### src/rtl/mips32_pkg.sv
// Shared MIPS32 instruction-field definitions and the op-key encoding used by
// the IF/ID stage and the later pipeline stages.
package mips32_pkg;

    localparam logic [31:0] NOP_INS_DEF = 32'h0000_0000;

    localparam int OPC_HI   = 31;
    localparam int OPC_LO   = 26;
    localparam int RS_HI    = 25;
    localparam int RS_LO    = 21;
    localparam int RT_HI    = 20;
    localparam int RT_LO    = 16;
    localparam int RD_HI    = 15;
    localparam int RD_LO    = 11;
    localparam int SHAMT_HI = 10;
    localparam int SHAMT_LO = 6;
    localparam int FUNCT_HI = 5;
    localparam int FUNCT_LO = 0;

    localparam int OP_W = 8;

    // R-type instructions are keyed by funct (LSB set), everything else by opcode.
    function automatic logic [OP_W-1:0] op_key(input logic [5:0] opcode,
                                               input logic [5:0] funct);
        if (opcode == 6'd0) begin
            return {1'b0, funct, 1'b1};
        end
        return {1'b0, opcode, 1'b0};
    endfunction

endpackage

### src/rtl/ifid_decode.sv
// Combinational MIPS32 field splitter: turns an instruction word into the
// register indices, immediates and op key consumed by decode.
module ifid_decode
    import mips32_pkg::*;
#(
    parameter int INS_W = 32
) (
    input  logic [INS_W-1:0] ins_i,
    output logic [4:0]       rs_o,
    output logic [4:0]       rt_o,
    output logic [4:0]       rd_o,
    output logic [4:0]       shamt_o,
    output logic [15:0]      imm16_o,
    output logic [31:0]      simm_o,
    output logic [25:0]      imm26_o,
    output logic [OP_W-1:0]  op_o
);

    logic [5:0] opcode;
    logic [5:0] funct;

    assign opcode  = ins_i[OPC_HI:OPC_LO];
    assign funct   = ins_i[FUNCT_HI:FUNCT_LO];

    assign rs_o    = ins_i[RS_HI:RS_LO];
    assign rt_o    = ins_i[RT_HI:RT_LO];
    assign rd_o    = ins_i[RD_HI:RD_LO];
    assign shamt_o = ins_i[SHAMT_HI:SHAMT_LO];
    assign imm16_o = ins_i[15:0];
    assign simm_o  = {{16{ins_i[15]}}, ins_i[15:0]};
    assign imm26_o = ins_i[25:0];
    assign op_o    = op_key(opcode, funct);

endmodule

### src/rtl/ifid_pipe.sv
// IF/ID pipeline stage: valid/ready on both sides with a two-entry skid
// buffer, synchronous flush, and pre-split instruction fields for decode.
module ifid_pipe
    import mips32_pkg::*;
#(
    parameter int              INS_W   = 32,
    parameter int              PC_W    = 32,
    parameter logic [INS_W-1:0] NOP_INS = INS_W'(NOP_INS_DEF)
) (
    input  logic             clk,
    input  logic             rst,
    input  logic             i_valid,
    output logic             o_ready,
    input  logic [INS_W-1:0] i_ins,
    input  logic [PC_W-1:0]  i_pc,
    input  logic             i_flush,
    output logic             o_valid,
    input  logic             i_ready,
    output logic [INS_W-1:0] o_ins,
    output logic [PC_W-1:0]  o_pc,
    output logic [PC_W-1:0]  o_pc4,
    output logic [4:0]       o_rs,
    output logic [4:0]       o_rt,
    output logic [4:0]       o_rd,
    output logic [4:0]       o_shamt,
    output logic [15:0]      o_imm16,
    output logic [31:0]      o_simm,
    output logic [25:0]      o_imm26,
    output logic [OP_W-1:0]  o_op
);

    logic             m_v_q, m_v_d;
    logic [INS_W-1:0] m_ins_q, m_ins_d;
    logic [PC_W-1:0]  m_pc_q, m_pc_d;
    logic             s_v_q, s_v_d;
    logic [INS_W-1:0] s_ins_q, s_ins_d;
    logic [PC_W-1:0]  s_pc_q, s_pc_d;

    logic accept;

    // o_ready comes straight from the skid flag, so it is registered.
    assign o_ready = !s_v_q;
    assign o_valid = m_v_q;
    assign accept  = i_valid && !s_v_q;

    always_comb begin
        m_v_d   = m_v_q;
        m_ins_d = m_ins_q;
        m_pc_d  = m_pc_q;
        s_v_d   = s_v_q;
        s_ins_d = s_ins_q;
        s_pc_d  = s_pc_q;

        if (i_flush) begin
            m_v_d = 1'b0;
            s_v_d = 1'b0;
        end else if (!m_v_q || i_ready) begin
            // Main is free this cycle: the older skid entry goes first.
            if (s_v_q) begin
                m_v_d   = 1'b1;
                m_ins_d = s_ins_q;
                m_pc_d  = s_pc_q;
            end else if (accept) begin
                m_v_d   = 1'b1;
                m_ins_d = i_ins;
                m_pc_d  = i_pc;
            end else begin
                m_v_d = 1'b0;
            end
            s_v_d = 1'b0;
        end else if (accept) begin
            s_v_d   = 1'b1;
            s_ins_d = i_ins;
            s_pc_d  = i_pc;
        end
    end

    always_ff @(posedge clk) begin
        if (rst) begin
            m_v_q   <= 1'b0;
            m_ins_q <= NOP_INS;
            m_pc_q  <= '0;
            s_v_q   <= 1'b0;
            s_ins_q <= NOP_INS;
            s_pc_q  <= '0;
        end else begin
            m_v_q   <= m_v_d;
            m_ins_q <= m_ins_d;
            m_pc_q  <= m_pc_d;
            s_v_q   <= s_v_d;
            s_ins_q <= s_ins_d;
            s_pc_q  <= s_pc_d;
        end
    end

    // Bubbles present NOP_INS / PC 0 so the decoded fields stay well defined.
    assign o_ins = m_v_q ? m_ins_q : NOP_INS;
    assign o_pc  = m_v_q ? m_pc_q  : '0;
    assign o_pc4 = o_pc + PC_W'(4);

    ifid_decode #(
        .INS_W(INS_W)
    ) u_decode (
        .ins_i   (o_ins),
        .rs_o    (o_rs),
        .rt_o    (o_rt),
        .rd_o    (o_rd),
        .shamt_o (o_shamt),
        .imm16_o (o_imm16),
        .simm_o  (o_simm),
        .imm26_o (o_imm26),
        .op_o    (o_op)
    );

endmodule

### config.mk
export PLATFORM = sky130hd
export DESIGN_NAME = ifid_pipe
export DESIGN_NICKNAME = d
export VERILOG_FILES = /design/src/rtl/mips32_pkg.sv /design/src/rtl/ifid_decode.sv /design/src/rtl/ifid_pipe.sv
export SDC_FILE = /design/constraint.sdc
export NUM_CORES = 1
export LEC_CHECK = 0
export BUFFER_PORTS_ARGS = -buffer_cell sky130_fd_sc_hd__buf_2
export CAP_MARGIN = 20
export CELL_PAD_IN_SITES_DETAIL_PLACEMENT = 1
export CELL_PAD_IN_SITES_GLOBAL_PLACEMENT = 2
export CORE_MARGIN = 5
export CORE_UTILIZATION = 28
export CTS_BUF_LIST = sky130_fd_sc_hd__clkbuf_8
export DETAILED_ROUTE_END_ITERATION = 8
export PLACE_DENSITY = 0.8
export SLEW_MARGIN = 0
export SYNTH_ARGS = -nofsm -noshare
export SYNTH_HDL_FRONTEND = slang
export SYNTH_SLANG_ARGS = --single-unit
### constraint.sdc
create_clock -name clk -period 3.5 [get_ports clk]
set_input_delay 1.05 -clock clk [delete_from_list [all_inputs] [get_ports clk]]
set_output_delay 1.05 -clock clk [all_outputs]
set_load 0.02 [all_outputs]
==> results.py, run 1 <==
metrics = {
    "route": {
        "drt_pass1_iterations": 4,
        "vias_per_cell": 4.572,
        "drc": 0,
        "drtIter0Drc": 215,
        "ant_nets": 0,
        "wire_per_inst_um": 16.78,
        "via_count": 6145,
        "routed_wl_um": 22550,
    },
    "clock_network": {
        "root_buffer": "clkbuf_8",
        "h-tree-depth": 4,
        "clk_latency_ns": 0.45,
        "cts_sinks": 130,
        "ctsHoldBuffers": 0,
        "clk_pin_slew_worst_paths_ns": 0.09,
        "clockBufferDepth": 2,
        "cts_buffers": 17,
        "cts_tree": "yes",
    },
    "setup_path": {
        "reg2reg_from": "o_valid$_SDFFE_PP0P_",
        "rr_worst_depth": 5,
        "worst-endpoint-arrival_ns": 2.38,
        "critPathKind": "reg -> out",
        "rrSetupSlack_ns": 1.22,
        "endpoint_kind": "output pin",
        "cp.required_ns": 2.45,
        "worstReg2RegEnd": "s_ins_q[6]$_SDFFE_PP0P_",
        "critPathMaxFanout": 6,
        "critPathLaunchType": "flip-flop",
    },
    "global_routing": {
        "gr-usage-all-layers_pct": 15.58,
        "grt_max_degree": 129,
        "grt_first_pass_wirelength_um": 35520,
        "grt_overflow_total": 0,
        "grt_pass1_vias": 6346,
        "antenna_found_initial": 2,
    },
    "sta": {
        "setup_viol": 0,
        "rsz0062_at_grt": "yes",
        "fin_crit_ns": 3.427,
        "slew_headroom_pct": 31.63,
        "min_period_over_period_pct": 97.90,
        "fin_worst_skew_ns": 0.01383,
        "worst_pin_slew_ns": 1.026,
        "slew_violations": 0,
        "hold_viol_final": 0,
        "max_freq_mhz": 291.8,
    },
    "logic_synthesis": {
        "ys_async_sr_fraction_pct": 0,
        "ys_warn_count": 0,
        "synth_common_cells": "nand2_1 (140), dfxtp_1 (130), buf_4 (97)",
        "synth_area_sq_mm": 0.006949,
        "syn_inst": 861,
        "yosysUniqueCellTypes": 36,
        "synth.avg_cell_area_sq_um": 8.071,
        "synth-main-ff-cell": "dfxtp_1",
        "synth_area_leaders": "dfxtp_1 (37%), buf_4 (10%), mux2i_1 (9.2%), nand2_1 (7.6%), a211oi_1 (7.0%)",
        "synth_edf_count": 0,
        "synth_top_area_share_pct": 37.45,
        "syn_nets": 931,
        "ys_seq_elements": 130,
        "seq_area_frac_synth_pct": 37.45,
        "yosysMostFrequentCell": "nand2_1",
        "yosysTopAreaCell": "dfxtp_1",
    },
    "die": {
        "core-area_sq_mm": 0.02439,
        "io_pins": 269,
        "die_w_um": 167.5,
        "start_util_pct": 28.49,
        "dieArea_sq_mm": 0.02807,
        "rows": 57,
        "die_y_um": 167.5,
    },
    "run": {
        "cap_violations": 0,
    },
    "hold_path": {
        "min_from": "s_ins_q[12]$_SDFFE_PP0P_",
        "whs_endpoint": "s_ins_q[12]$_SDFFE_PP0P_",
        "hp-class": "reg -> reg",
        "whs_path_depth": 2,
    },
    "finish": {
        "nNetsFinal": 1075,
        "n_fill_cell": 3022,
        "drive_gt1_share_pct": 33.40,
        "final_cells": 1344,
        "synthToLayoutAreaGrowth_pct": 21.14,
    },
    "pwr": {
        "ir_drop_v": 0.0001885,
        "power_density_mw_per_mm2": 397.0,
        "total_power_w": 0.003342,
        "p_leak_nw": 3.701,
    },
    "placed_design": {
        "port-buffer-count": 267,
        "hpwl_um": 15780,
        "place.gp.congestion": 0.8222,
        "place_inst": 1307,
    },
    "status": {
        "outcome": "finished, final reports clean",
    },
}
[routing by layer]
metal | up-vias | share of wire (%) | global-route usage [%]
li1 | 3092 | - | -
met1 | 2906 | 46 | 19.99
met2 | 131 | 49 | 26.24
met3 | 16 | 4.4 | 3.324
met4 | 0 | 1.3 | 4.869
met5 | - | 0 | 0
[cell families (layout without fill, tap and decap cells)]
group                    count (synthesis)  in the layout  share of synthesized area [%]
AO/OA/AOI/OAI                          136            136                          12.39
XOR/XNOR                                28             28                          3.529
adder cells (fa/ha/maj)                  1              1                         0.1800
buffers and inverters                  165            322                          14.44
flip-flops                             130            130                          37.45
multiplexers                            64             64                          9.219
other                                    1              3                        0.05396
AND/OR/NAND/NOR                        336            336                          22.74
[placed cells by master, fill, tap and decap left out, types with 3 or more instances in the layout]
cell        synthesis  final
a211oi_1           65     65
a21o_1              6      6
a21oi_1            64     64
and2_1             62     60
and3_1              5      4
buf_2              16    265
buf_4              97     15
bufinv_16           0      3
clkbuf_8            0     17
clkinvlp_4          0      4
dfxtp_1           130    126
inv_1               8      9
inv_6               0      3
mux2i_1            64     64
nand2_1           140    140
nand3_1            15     14
nand4_1            13     13
nor2_1             75     75
nor3_1              8      7
xnor2_1            19     12
xnor2_2             0      7
xor2_1              9      9
[metrics by stage]
step / util, % / setup slack (ns) / setup TNS, ns / hold slack (ns) / instance area (sq um)
6_report: 34.51 / 0.07348 / 0 / 0.4562 / 8418
5_1_grt: 34.51 / -0.06440 / -0.2692 / 0.4791 / 8418
4_1_cts: 34.23 / -0.004240 / -0.004240 / 0.4597 / 8349
3_5_place_dp: 32.49 / 0.3951 / 0 / 0.4466 / 7925
3_3_place_gp: 32.49 / 0.4516 / 0 / 0.4410 / 7925
2_1_floorplan: - / 0.02609 / 0 / 0.4360 / 7033
[worst max-delay path, stage by stage, from the launching register on]
cell and delay, ns:
dfxtp_4 0.38, and2_4 0.16, ha_4 0.15, nand4_1 0.17, nor4_4 0.39, buf_4 0.21
nand4_1 0.14, xnor2_2 0.17, buf_4 0.16
[cell type report]
| type | count | area [sq um] | area share (%) |
|---|---|---|---|
| Tap cell | 324 | 405.4 | 4.816 |
| Antenna cell | 2 | 5.005 | 0.05945 |
| Multi-Input combinational cell | 566 | 3468 | 41.20 |
| Clock inverter | 15 | 183.9 | 2.185 |
| Sequential cell | 130 | 2613 | 31.03 |
| Clock buffer | 17 | 234.0 | 2.779 |
| Timing Repair Buffer | 282 | 1479 | 17.57 |
| Inverter | 8 | 30.03 | 0.3567 |
[worst max-delay path by stage]
stage | from | to | slack [ns] | cells past startpoint
2_1_floorplan | o_valid$_SDFFE_PP0P_ | o_pc4[30] | 0.03 | 10
3_5_place_dp | o_valid$_SDFFE_PP0P_ | o_pc4[22] | 0.40 | 8
6_report | o_valid$_SDFFE_PP0P_ | o_pc4[22] | 0.07 | 8
5_1_grt | o_valid$_SDFFE_PP0P_ | o_pc4[22] | -0.06 | 8
3_3_place_gp | o_valid$_SDFFE_PP0P_ | o_pc4[22] | 0.45 | 8
4_1_cts | o_valid$_SDFFE_PP0P_ | o_pc4[22] | -0.004 | 7
[where the power goes]
group,internal [W],leakage (nW),switching (W)
Clock,0.000714,0.202,0.000683
Combinational,0.000132,2.44,0.000222
Sequential,0.00154,1.06,0.0000556
[timing repair]
action	in CTS	in global routing
setup endpoints to repair	8	11
buffers inserted	0	3
gates resized for setup	1	9
pin swaps	1	4
[sequential cells by signal, indices dropped and copies added, names as in the netlist]
| signal | flops |
|---|---|
| m_pc_q | 32 |
| s_v_q | 1 |
| o_valid | 1 |
| s_ins_q | 32 |
| s_pc_q | 32 |
| m_ins_q | 32 |
Note: power is estimated with default switching activity, not from simulation.
==> inputs of run 2 (changes only) <==
PLACE_DENSITY = default   (was 0.8)
PLACE_DENSITY_LB_ADDON = 0.05   (was default)
==> results.py, run 2 (same netlist as run 1, synthesis figures left out) <==
metrics = {
    "setup_path": {
        "endpoint_kind": "output pin",
        "slowest_stage": "dfxtp_4",
        "critPathMaxStageDelay_ns": 0.40,
        "cp.required_ns": 2.45,
        "critPathKind": "reg -> out",
        "crit_chain": "and2_4 -> ha_4 -> nand4_1 -> nor4_4 -> buf_6 -> nand4_1 -> xnor2_2 -> buf_4",
        "critPathLaunchType": "flip-flop",
        "worst-endpoint-arrival_ns": 2.31,
        "crit_family": "simple AND/OR/NAND/NOR gates",
        "critPathMaxFanout": 7,
        "path_buf_inv": 2,
        "cpMostUsedCell": "nand4_1",
    },
    "hold_path": {
        "hp-class": "reg -> reg",
    },
    "clock_network": {
        "clockBufferDepth": 2,
        "clk_latency_ns": 0.45,
        "cts_buffers": 17,
        "clk_pin_slew_worst_paths_ns": 0.08,
        "cts_tree": "yes",
        "ctsHoldBuffers": 0,
        "h-tree-depth": 4,
        "root_buffer": "clkbuf_8",
        "cts_sinks": 130,
    },
    "route": {
        "vias_per_cell": 4.602,
        "ant_nets": 0,
        "drc": 0,
        "via_count": 6199,
        "drt_pass1_iterations": 4,
        "wire_per_inst_um": 17.28,
        "routed_wl_um": 23280,
        "drtIter0Drc": 171,
    },
    "finish": {
        "final_cell_mix": "buf_2 (262), nand2_1 (140), dfxtp_1 (128)",
        "nNetsFinal": 1079,
        "synthToLayoutAreaGrowth_pct": 21.28,
        "final_common_cell": "buf_2",
        "stdcell_area_sq_mm": 0.008428,
        "drive_gt1_share_pct": 33.46,
    },
    "sta": {
        "slew_violations": 0,
        "holdWs_ns": 0.4551,
        "fin_crit_ns": 3.360,
        "min_period_over_period_pct": 96.00,
        "hold_viol_final": 0,
        "fin_worst_skew_ns": 0.01448,
        "setup_viol": 0,
        "fin_ws_ns": 0.1400,
        "rsz0062_at_grt": "yes",
        "worst_pin_slew_ns": 0.9117,
        "slew_headroom_pct": 39.22,
        "max_freq_mhz": 297.6,
    },
    "pwr": {
        "total_power_w": 0.003188,
        "ir_drop_v": 0.0002316,
        "p_leak_nw": 3.705,
        "power_density_mw_per_mm2": 378.2,
    },
    "run": {
        "cap_violations": 0,
    },
    "die": {
        "dieArea_sq_mm": 0.02807,
        "die_w_um": 167.5,
        "rows": 57,
        "io_pins": 269,
        "core-area_sq_mm": 0.02439,
        "die_y_um": 167.5,
        "start_util_pct": 28.49,
    },
    "global_routing": {
        "grt_max_degree": 109,
        "grt_pass1_vias": 6513,
        "grt_overflow_total": 0,
        "gr-usage-all-layers_pct": 16.04,
        "grt_first_pass_wirelength_um": 36700,
        "antenna_found_initial": 1,
    },
    "placed_design": {
        "dpl_worst_slack_ns": 0.1767,
        "hpwl_um": 16320,
        "placed_cell_area_sq_mm": 0.007933,
        "port-buffer-count": 267,
        "place.gp.congestion": 0.7550,
    },
    "status": {
        "outcome": "finished, final reports clean",
    },
}
## run 2: metrics by stage
| step | instances | setup TNS [ns] | utilization (%) |
|---|---|---|---|
| floorplan | 861 | 0 | - |
| global placement | 1308 | 0 | 32.52 |
| detailed placement | 1308 | 0 | 32.52 |
| CTS | 1341 | 0 | 34.19 |
| global route | 1347 | -0.02946 | 34.55 |
| finish | 1347 | 0 | 34.55 |
## run 2: layout make-up
class / instances / area [sq um]
inverters: 8 / 30.03
well taps: 324 / 405.4
multi-input cells: 566 / 3461
fillers: 3052 / 15960
clock buffers: 17 / 234.0
clock inverters: 15 / 137.6
repair buffers: 286 / 1548
flip-flops and latches: 130 / 2610
diodes: 1 / 2.502
## run 2: path summary, 6_finish.rpt
check / startpoint / to / cells after the start / slack (ns)
worst min-delay path: s_ins_q[20]$_SDFFE_PP0P_ / s_ins_q[20]$_SDFFE_PP0P_ / 2 / 0.46
worst min register to register: s_ins_q[20]$_SDFFE_PP0P_ / s_ins_q[20]$_SDFFE_PP0P_ / 2 / 0.46
worst max-delay path: o_valid$_SDFFE_PP0P_ / o_pc4[30] / 8 / 0.14
worst max register to register: o_valid$_SDFFE_PP0P_ / s_ins_q[5]$_SDFFE_PP0P_ / 5 / 1.12
## run 2: repair_timing
| item | in CTS | in global routing |
|---|---|---|
| setup endpoints to repair | 11 | 11 |
| gates resized for setup | 6 | 9 |
| setup buffers | 1 | 4 |
| pin swaps | 1 | 4 |
| cloned | 0 | 1 |
## run 2: power by group
group          switching, W  internal [W]  leakage, nW
Sequential        0.0000547       0.00153         1.06
Clock              0.000669      0.000569        0.193
Combinational      0.000224      0.000137         2.45
Total              0.000947       0.00224         3.71
## run 2: metal layers
layer / global-route usage [%] / part of all wire [%]
met3: 4.903 / 5.9
met5: 0 / 0
met4: 3.035 / 0.91
met2: 26.38 / 45
met1: 21.00 / 48
## run 2: worst reg2reg max path, cell delays in order (launching register included)
cell	delay, ns
dfxtp_4	0.40
buf_4	0.32
nor2b_1	0.37
nand3_4	0.73
nand2_1	0.31
a21oi_1	0.09
